[src/rtl/field_reg_responder.sv]
// Register file responder: read, masked write and masked compare
// with a one-entry response buffer, error counter and write history.
module field_reg_responder #(
  parameter int NREGS = 4,
  parameter int DW    = 8,
  localparam int AW   = $clog2(NREGS)
) (
  input  logic          clk,
  input  logic          rst,
  input  logic          req_valid,
  output logic          req_ready,
  input  logic [1:0]    req_op,
  input  logic [AW-1:0] req_addr,
  input  logic [DW-1:0] req_mask,
  input  logic [DW-1:0] req_wdata,
  output logic          rsp_valid,
  input  logic          rsp_ready,
  output logic [DW-1:0] rsp_rdata,
  output logic          rsp_err,
  output logic [7:0]    err_count,
  output logic [DW-1:0] hist_d3
);

  logic [DW-1:0] r_regs [NREGS];
  logic          r_rsp_valid;
  logic [DW-1:0] r_rsp_rdata;
  logic          r_rsp_err;
  logic [7:0]    r_err_count;
  logic [DW-1:0] r_h1;
  logic [DW-1:0] r_h2;
  logic [DW-1:0] r_h3;

  logic          w_accept;
  logic [DW-1:0] w_cur;
  logic [DW-1:0] w_new;
  logic [DW-1:0] w_rdata;
  logic          w_err;
  logic          w_wr;

  assign req_ready = !r_rsp_valid || rsp_ready;
  assign w_accept  = req_valid && req_ready;

  // Decode the request against the pre-edge register contents.
  always_comb begin
    w_cur   = r_regs[req_addr];
    w_new   = (w_cur & ~req_mask) | (req_wdata & req_mask);
    w_rdata = w_cur;
    w_err   = 1'b0;
    w_wr    = 1'b0;
    unique case (req_op)
      2'b00: w_wr = 1'b0;
      2'b01: w_wr = 1'b1;
      2'b10: w_err = |((w_cur ^ req_wdata) & req_mask);
      default: begin
        w_rdata = '0;
        w_err   = 1'b1;
      end
    endcase
  end

  // Register array: masked writes land on acceptance.
  always_ff @(posedge clk) begin
    if (rst) begin
      for (int i = 0; i < NREGS; i++) r_regs[i] <= '0;
    end else if (w_accept && w_wr) begin
      r_regs[req_addr] <= w_new;
    end
  end

  // Response buffer: load on accept, drain when consumed, hold otherwise.
  always_ff @(posedge clk) begin
    if (rst) begin
      r_rsp_valid <= 1'b0;
      r_rsp_rdata <= '0;
      r_rsp_err   <= 1'b0;
    end else if (w_accept) begin
      r_rsp_valid <= 1'b1;
      r_rsp_rdata <= w_rdata;
      r_rsp_err   <= w_err;
    end else if (rsp_ready) begin
      r_rsp_valid <= 1'b0;
    end
  end

  // Error counter bumps once per loaded error response, saturating.
  always_ff @(posedge clk) begin
    if (rst) begin
      r_err_count <= '0;
    end else if (w_accept && w_err && r_err_count != 8'hFF) begin
      r_err_count <= r_err_count + 8'd1;
    end
  end

  // Three-deep history of post-write values, shifted only by writes.
  always_ff @(posedge clk) begin
    if (rst) begin
      r_h1 <= '0;
      r_h2 <= '0;
      r_h3 <= '0;
    end else if (w_accept && w_wr) begin
      r_h1 <= w_new;
      r_h2 <= r_h1;
      r_h3 <= r_h2;
    end
  end

  assign rsp_valid = r_rsp_valid;
  assign rsp_rdata = r_rsp_rdata;
  assign rsp_err   = r_rsp_err;
  assign err_count = r_err_count;
  assign hist_d3   = r_h3;

endmodule

[config.mk]
export PLATFORM = sky130hd
export DESIGN_NAME = field_reg_responder
export DESIGN_NICKNAME = d
export VERILOG_FILES = /design/src/rtl/field_reg_responder.sv
export SDC_FILE = /design/constraint.sdc
export NUM_CORES = 1
export LEC_CHECK = 0
export BUFFER_PORTS_ARGS = -buffer_cell sky130_fd_sc_hd__buf_4
export CORE_UTILIZATION = 42
export DETAILED_ROUTE_END_ITERATION = 8
export PLACE_DENSITY = 0.66
export SLEW_MARGIN = 20
export SYNTH_ARGS = -nofsm -noshare
export SYNTH_HDL_FRONTEND = slang
export SYNTH_SLANG_ARGS = --single-unit
[constraint.sdc]
create_clock -name clk -period 3.6 [get_ports clk]
set_clock_uncertainty 0.05 [all_clocks]
set_input_delay 0.54 -clock clk [delete_from_list [all_inputs] [get_ports clk]]
set_output_delay 0.54 -clock clk [all_outputs]
set_load 0.02 [all_outputs]
* Yosys cells after proc, flatten, opt, wreduce, memory -nomap -nowiden *
Memories as Yosys holds them, arrays and structs flattened.
Cells that the tools add are included.

operators by class
  add/sub/neg operators = 1
  eq/ne operators = 3
  multiplexer cells = 13
  bitwise operators = 6
  reduce and logical (&&, ||, !) cells = 12

operator list
  kind                                                 count
  AND 8 bit                                            3
  two-way mux 8 bit                                    2
  OR reduction 8 bit                                   2
  two-way mux 1 bit                                    9
  adder 8 x 1 -> 8 bit, second input constant          1
  inequality test 8 bit, second input constant         1
  NOT 8 bit                                            1
  bitwise OR 8 bit                                     1
  bitwise XOR 8 bit                                    1
  logical AND 1 bit                                    4
  OR reduction 3 bit                                   1
  equality test 2 x 1 -> 1 bit, second input constant  1
  equality test 2 bit, second input constant           1
  zero test 2 bit                                      1
  two-way mux 2 bit                                    1
  one-hot mux 1 bit (2 select lines)                   1
  nonzero test 2 bit                                   1
  OR reduction 2 bit                                   1
  zero test 1 bit                                      1
  logical OR 1 bit                                     1

word-level totals
  bits in registers = 42
  RAM bits = 32
  input bits = 24
  logic and storage cells = 43
  memories = 1

memory list
  name    depth  width  read ports  clocked after Yosys merged registers in  wr ports  line  text
  r_regs  4      8      1           0                                        4         24    logic [DW-1:0] r_regs [NREGS];

* Longest topological paths before layout *
  depth after elaboration = 9
  gate-level depth with buffers = 9
  depth with buffers taken out = 7

* Least setup slack after synthesis *
No wires, ideal clock.

  kind = input -> register
  start point = input req_addr[0]
  end point = register r_err_count[3] (netlist: err_count[3])
  setup time = 0.123 ns
  data arrival time = 2.406 ns
  required time = 3.427 ns
  setup slack = 1.021 ns
  stages = 8
  cell sequence = buf_6 -> buf_8 -> mux4_2 -> xnor2_1 -> o22ai_1 -> nor4_4 -> nor3_1 -> mux2_1

between the ends
  word-level cells in the longest chain between the ends = 7

RTL lines
  item                                line  text
  start, declared                     13    input logic [AW-1:0] req_addr,
  memory (4 x 8 bit)                  n/a
  bitwise XOR 8 bit                   53    2'b10: w_err = |((w_cur ^ req_wdata) & req_mask);
  AND 8 bit                           53
  OR reduction 8 bit                  53
  one-hot mux 1 bit (2 select lines)  50    unique case (req_op)
  logical AND 1 bit (2 in series)     89    end else if (w_accept && w_err && r_err_count != 8'hFF) begin
  end signal, assigned                90    r_err_count <= r_err_count + 8'd1;
  end, declared                       28    logic [7:0] r_err_count;

No other way between the ends.
A chain may end at the register's enable or synchronous reset.

* Worst setup path after layout *
  start point = input req_addr[0]
  end point = register r_err_count[5] (netlist: err_count[5])

Same word-level chain as after synthesis.

==> results.json <==
{
  "p_total_mw": 1.646,
  "synth_edf_count": 32,
  "area_growth_pct": 18.84,
  "max_freq_mhz": 398.9,
  "yosys.cell_count.top_type": "nand2_1",
  "drive_gt1_share_pct": 21.41,
  "tns_ns": 0,
  "dr.pass1.iters": 4,
  "path_clk_slew_ns": 0.08,
  "crit_path_max_incr_delay_ns": 0.58,
  "netlist_instances": 317,
  "post-route-util_pct": 52.33,
  "grt_pass1_vias": 2104,
  "yosys.area.top_type": "edfxtp_1",
  "worstPathArrival_ns": 2.71,
  "grt_start_max_net_pins": 49,
  "cts_sinks": 74,
  "worst_path_max_delay_cell": "mux4_2",
  "layout_min_cycle_time_ns": 2.507,
  "cts_tree": "built",
  "ys_ff_latch": 74,
  "n_fill_cell": 665,
  "drtAntennaViolNets": 0,
  "timing.rr.start": "r_regs[2][5]",
  "synthTopCellsByCount": "nand2_1 (59), dfxtp_1 (42), nor2_1 (40), edfxtp_1 (32), a21oi_1 (20)",
  "vias_per_cell": 5.162,
  "placed_area_um2": 3669,
  "r2r_setup_slack_ns": 1.18,
  "cts_buffers": 9,
  "end_kind": "flip-flop",
  "die_w_um": 89.67,
  "ys_seq_area_share_pct": 55.81,
  "reg2reg_to": "err_count[5]",
  "numPortBuffers": 50,
  "h-tree-depth": 3,
  "dp_hpwl_um": 4738,
  "cts-root-buf": "clkbuf_8",
  "regArea_um2": 1802,
  "drc": 0,
  "maxCapViolCount": 0,
  "grt_pass1_wl_um": 10550,
  "routed-via-count": 2416,
  "critPathKind": "in2reg",
  "syn_nets": 342,
  "fp.dieH_um": 89.67,
  "num_antenna_cells": 0,
  "worstPathCellList": "buf_4, mux4_2, xor2_1, a22o_1, nor4_4, nor3_1, mux2_1",
  "critPathLaunch": "req_addr[0]",
  "postCtsHoldBufs": 0,
  "cts-resized-gates": 0,
  "syn_avg_cell_area_um2": 10.18,
  "async_flop_share_pct": 0,
  "globalplace.congestion": 0.7724,
  "fin_area_um2": 3836,
  "cts.repair_timing.setup_buffer_count": 0,
  "vdd_drop_max_mv": 0.1450,
  "start_kind": "input pin",
  "synthDistinctLibCells": 40,
  "required_ns": 3.80,
  "final-hold-violation-count": 0,
  "wirelength_um": 6818,
  "io_pins": 51,
  "row_count": 31,
  "netlist_area_um2": 3228,
  "yosys_warnings": 0,
  "grt-ovfl-total": 0,
  "fin_cells": 468,
  "cts_buffer_depth": 2,
  "path_max_fanout": 14,
  "nets": 389,
  "grtUsageTotal_pct": 18.33,
  "power_density_nw_per_um2": 429.0,
  "synth_ff_type": "dfxtp_1",
  "dieArea_um2": 8041,
  "synth.top_cell.area_share_pct": 29.77,
  "drtIter0Drc": 113,
  "crit_end": "err_count[5]",
  "rsz0062_at_grt": "no",
  "initial_core_util_pct": 44.03,
  "ff2ff_path_depth": 6,
  "fin_crit_sh_pct": 69.64,
  "clock_latency_ns": 0.35,
  "core_um2": 7331,
  "dp_cells": 452,
  "worst_slew_pin_slew_ns": 0.6725,
  "status": "completed",
  "finalSetupViolations": 0,
  "antenna_found_initial": 0,
  "routedWlPerCell_um": 14.57,
  "multiInputGateArea_um2": 1308,
  "p_leak_nw": 1.585,
  "finalMaxSlewViolations": 0,
  "yosys-top-cells-area": "edfxtp_1 (30%), dfxtp_1 (26%), nand2_1 (6.9%)",
  "holdCritPathClass": "reg2reg",
  "max_slew_margin_pct": 55.17
}
placed cells by master, fill, tap and decap left out, types with 4 or more instances in the layout:
cell,n
a21o_1,4
xor2_1,4
nand3_1,4
inv_1,12
nor2_1,40
mux4_2,6
a21oi_1,20
clkinv_2,4
mux2_1,4
xnor2_1,6
clkbuf_8,9
nand2b_1,6
edfxtp_1,32
mux2i_1,10
a22oi_1,10
and3_1,5
nand2_1,59
nor3_1,4
buf_4,52
or3_1,7
dfxtp_1,42
nor2b_1,6
worst max-delay path: cells and delay by family:
| family | cells | cell delay [ns] |
|---|---|---|
| compound gates | 1 | 0.27 |
| mux | 2 | 0.90 |
| buf+inv | 1 | 0.22 |
| simple gates | 2 | 0.60 |
| xor+xnor | 1 | 0.16 |
cell type report:
class / instances / share of cell area, %
tap: 99 / 3.229
clock inverter: 7 / 1.142
clock buffer: 9 / 3.229
timing repair buffer: 52 / 10.18
sequential: 74 / 46.97
multi-input combinational: 215 / 34.08
inverter: 12 / 1.174
power by group:
| group | switching (mW) | total (mW) | internal [mW] | leakage (nW) |
|---|---|---|---|---|
| Clock | 0.321 | 0.570 | 0.249 | 0.0935 |
| Combinational | 0.0970 | 0.167 | 0.0702 | 0.821 |
| Sequential | 0.0109 | 0.909 | 0.898 | 0.671 |
| Total | 0.429 | 1.65 | 1.22 | 1.59 |
cell families after synthesis:
family	synth area share [%]
AO/OA/AOI/OAI	8.993
XOR/XNOR	2.713
adder cells (fa/ha/maj)	0.3875
multiplexers	8.682
flip-flops	55.81
AND/OR/NAND/NOR	19.57
buffers and inverters	3.837
metrics by stage:
step	hold WS (ns)	worst slack [ns]
5_1_grt	0.4075	0.9986
3_3_place_gp	0.3828	0.7572
3_5_place_dp	0.3846	0.7330
2_1_floorplan	0.3727	1.021
4_1_cts	0.3887	1.107
6_report	0.3951	1.093
flip-flops by register name, indices dropped and copies added, names as in the netlist:
register	count
err_count	8
hist_d3	8
r_h1	8
r_h2	8
r_regs	32
rsp_err	1
rsp_rdata	8
rsp_valid	1
worst min path at each step:
stage | from | to | cells after the start
floorplan | r_h1[0] | r_h1[0] | 2
global placement | r_h1[7] | r_h1[7] | 2
detailed placement | r_h1[7] | r_h1[7] | 2
CTS | req_valid | rsp_valid | 3
global route | req_valid | rsp_valid | 3
finish | r_h1[7] | r_h1[7] | 2
metal layers:
| layer | global-route usage, % | share of wire (%) |
|---|---|---|
| met1 | 24.90 | 48 |
| met2 | 26.86 | 45 |
| met3 | 5.119 | 5.0 |
| met4 | 9.235 | 1.8 |
| met5 | 0 | 0 |
Power figures use the tool's default switching activity.
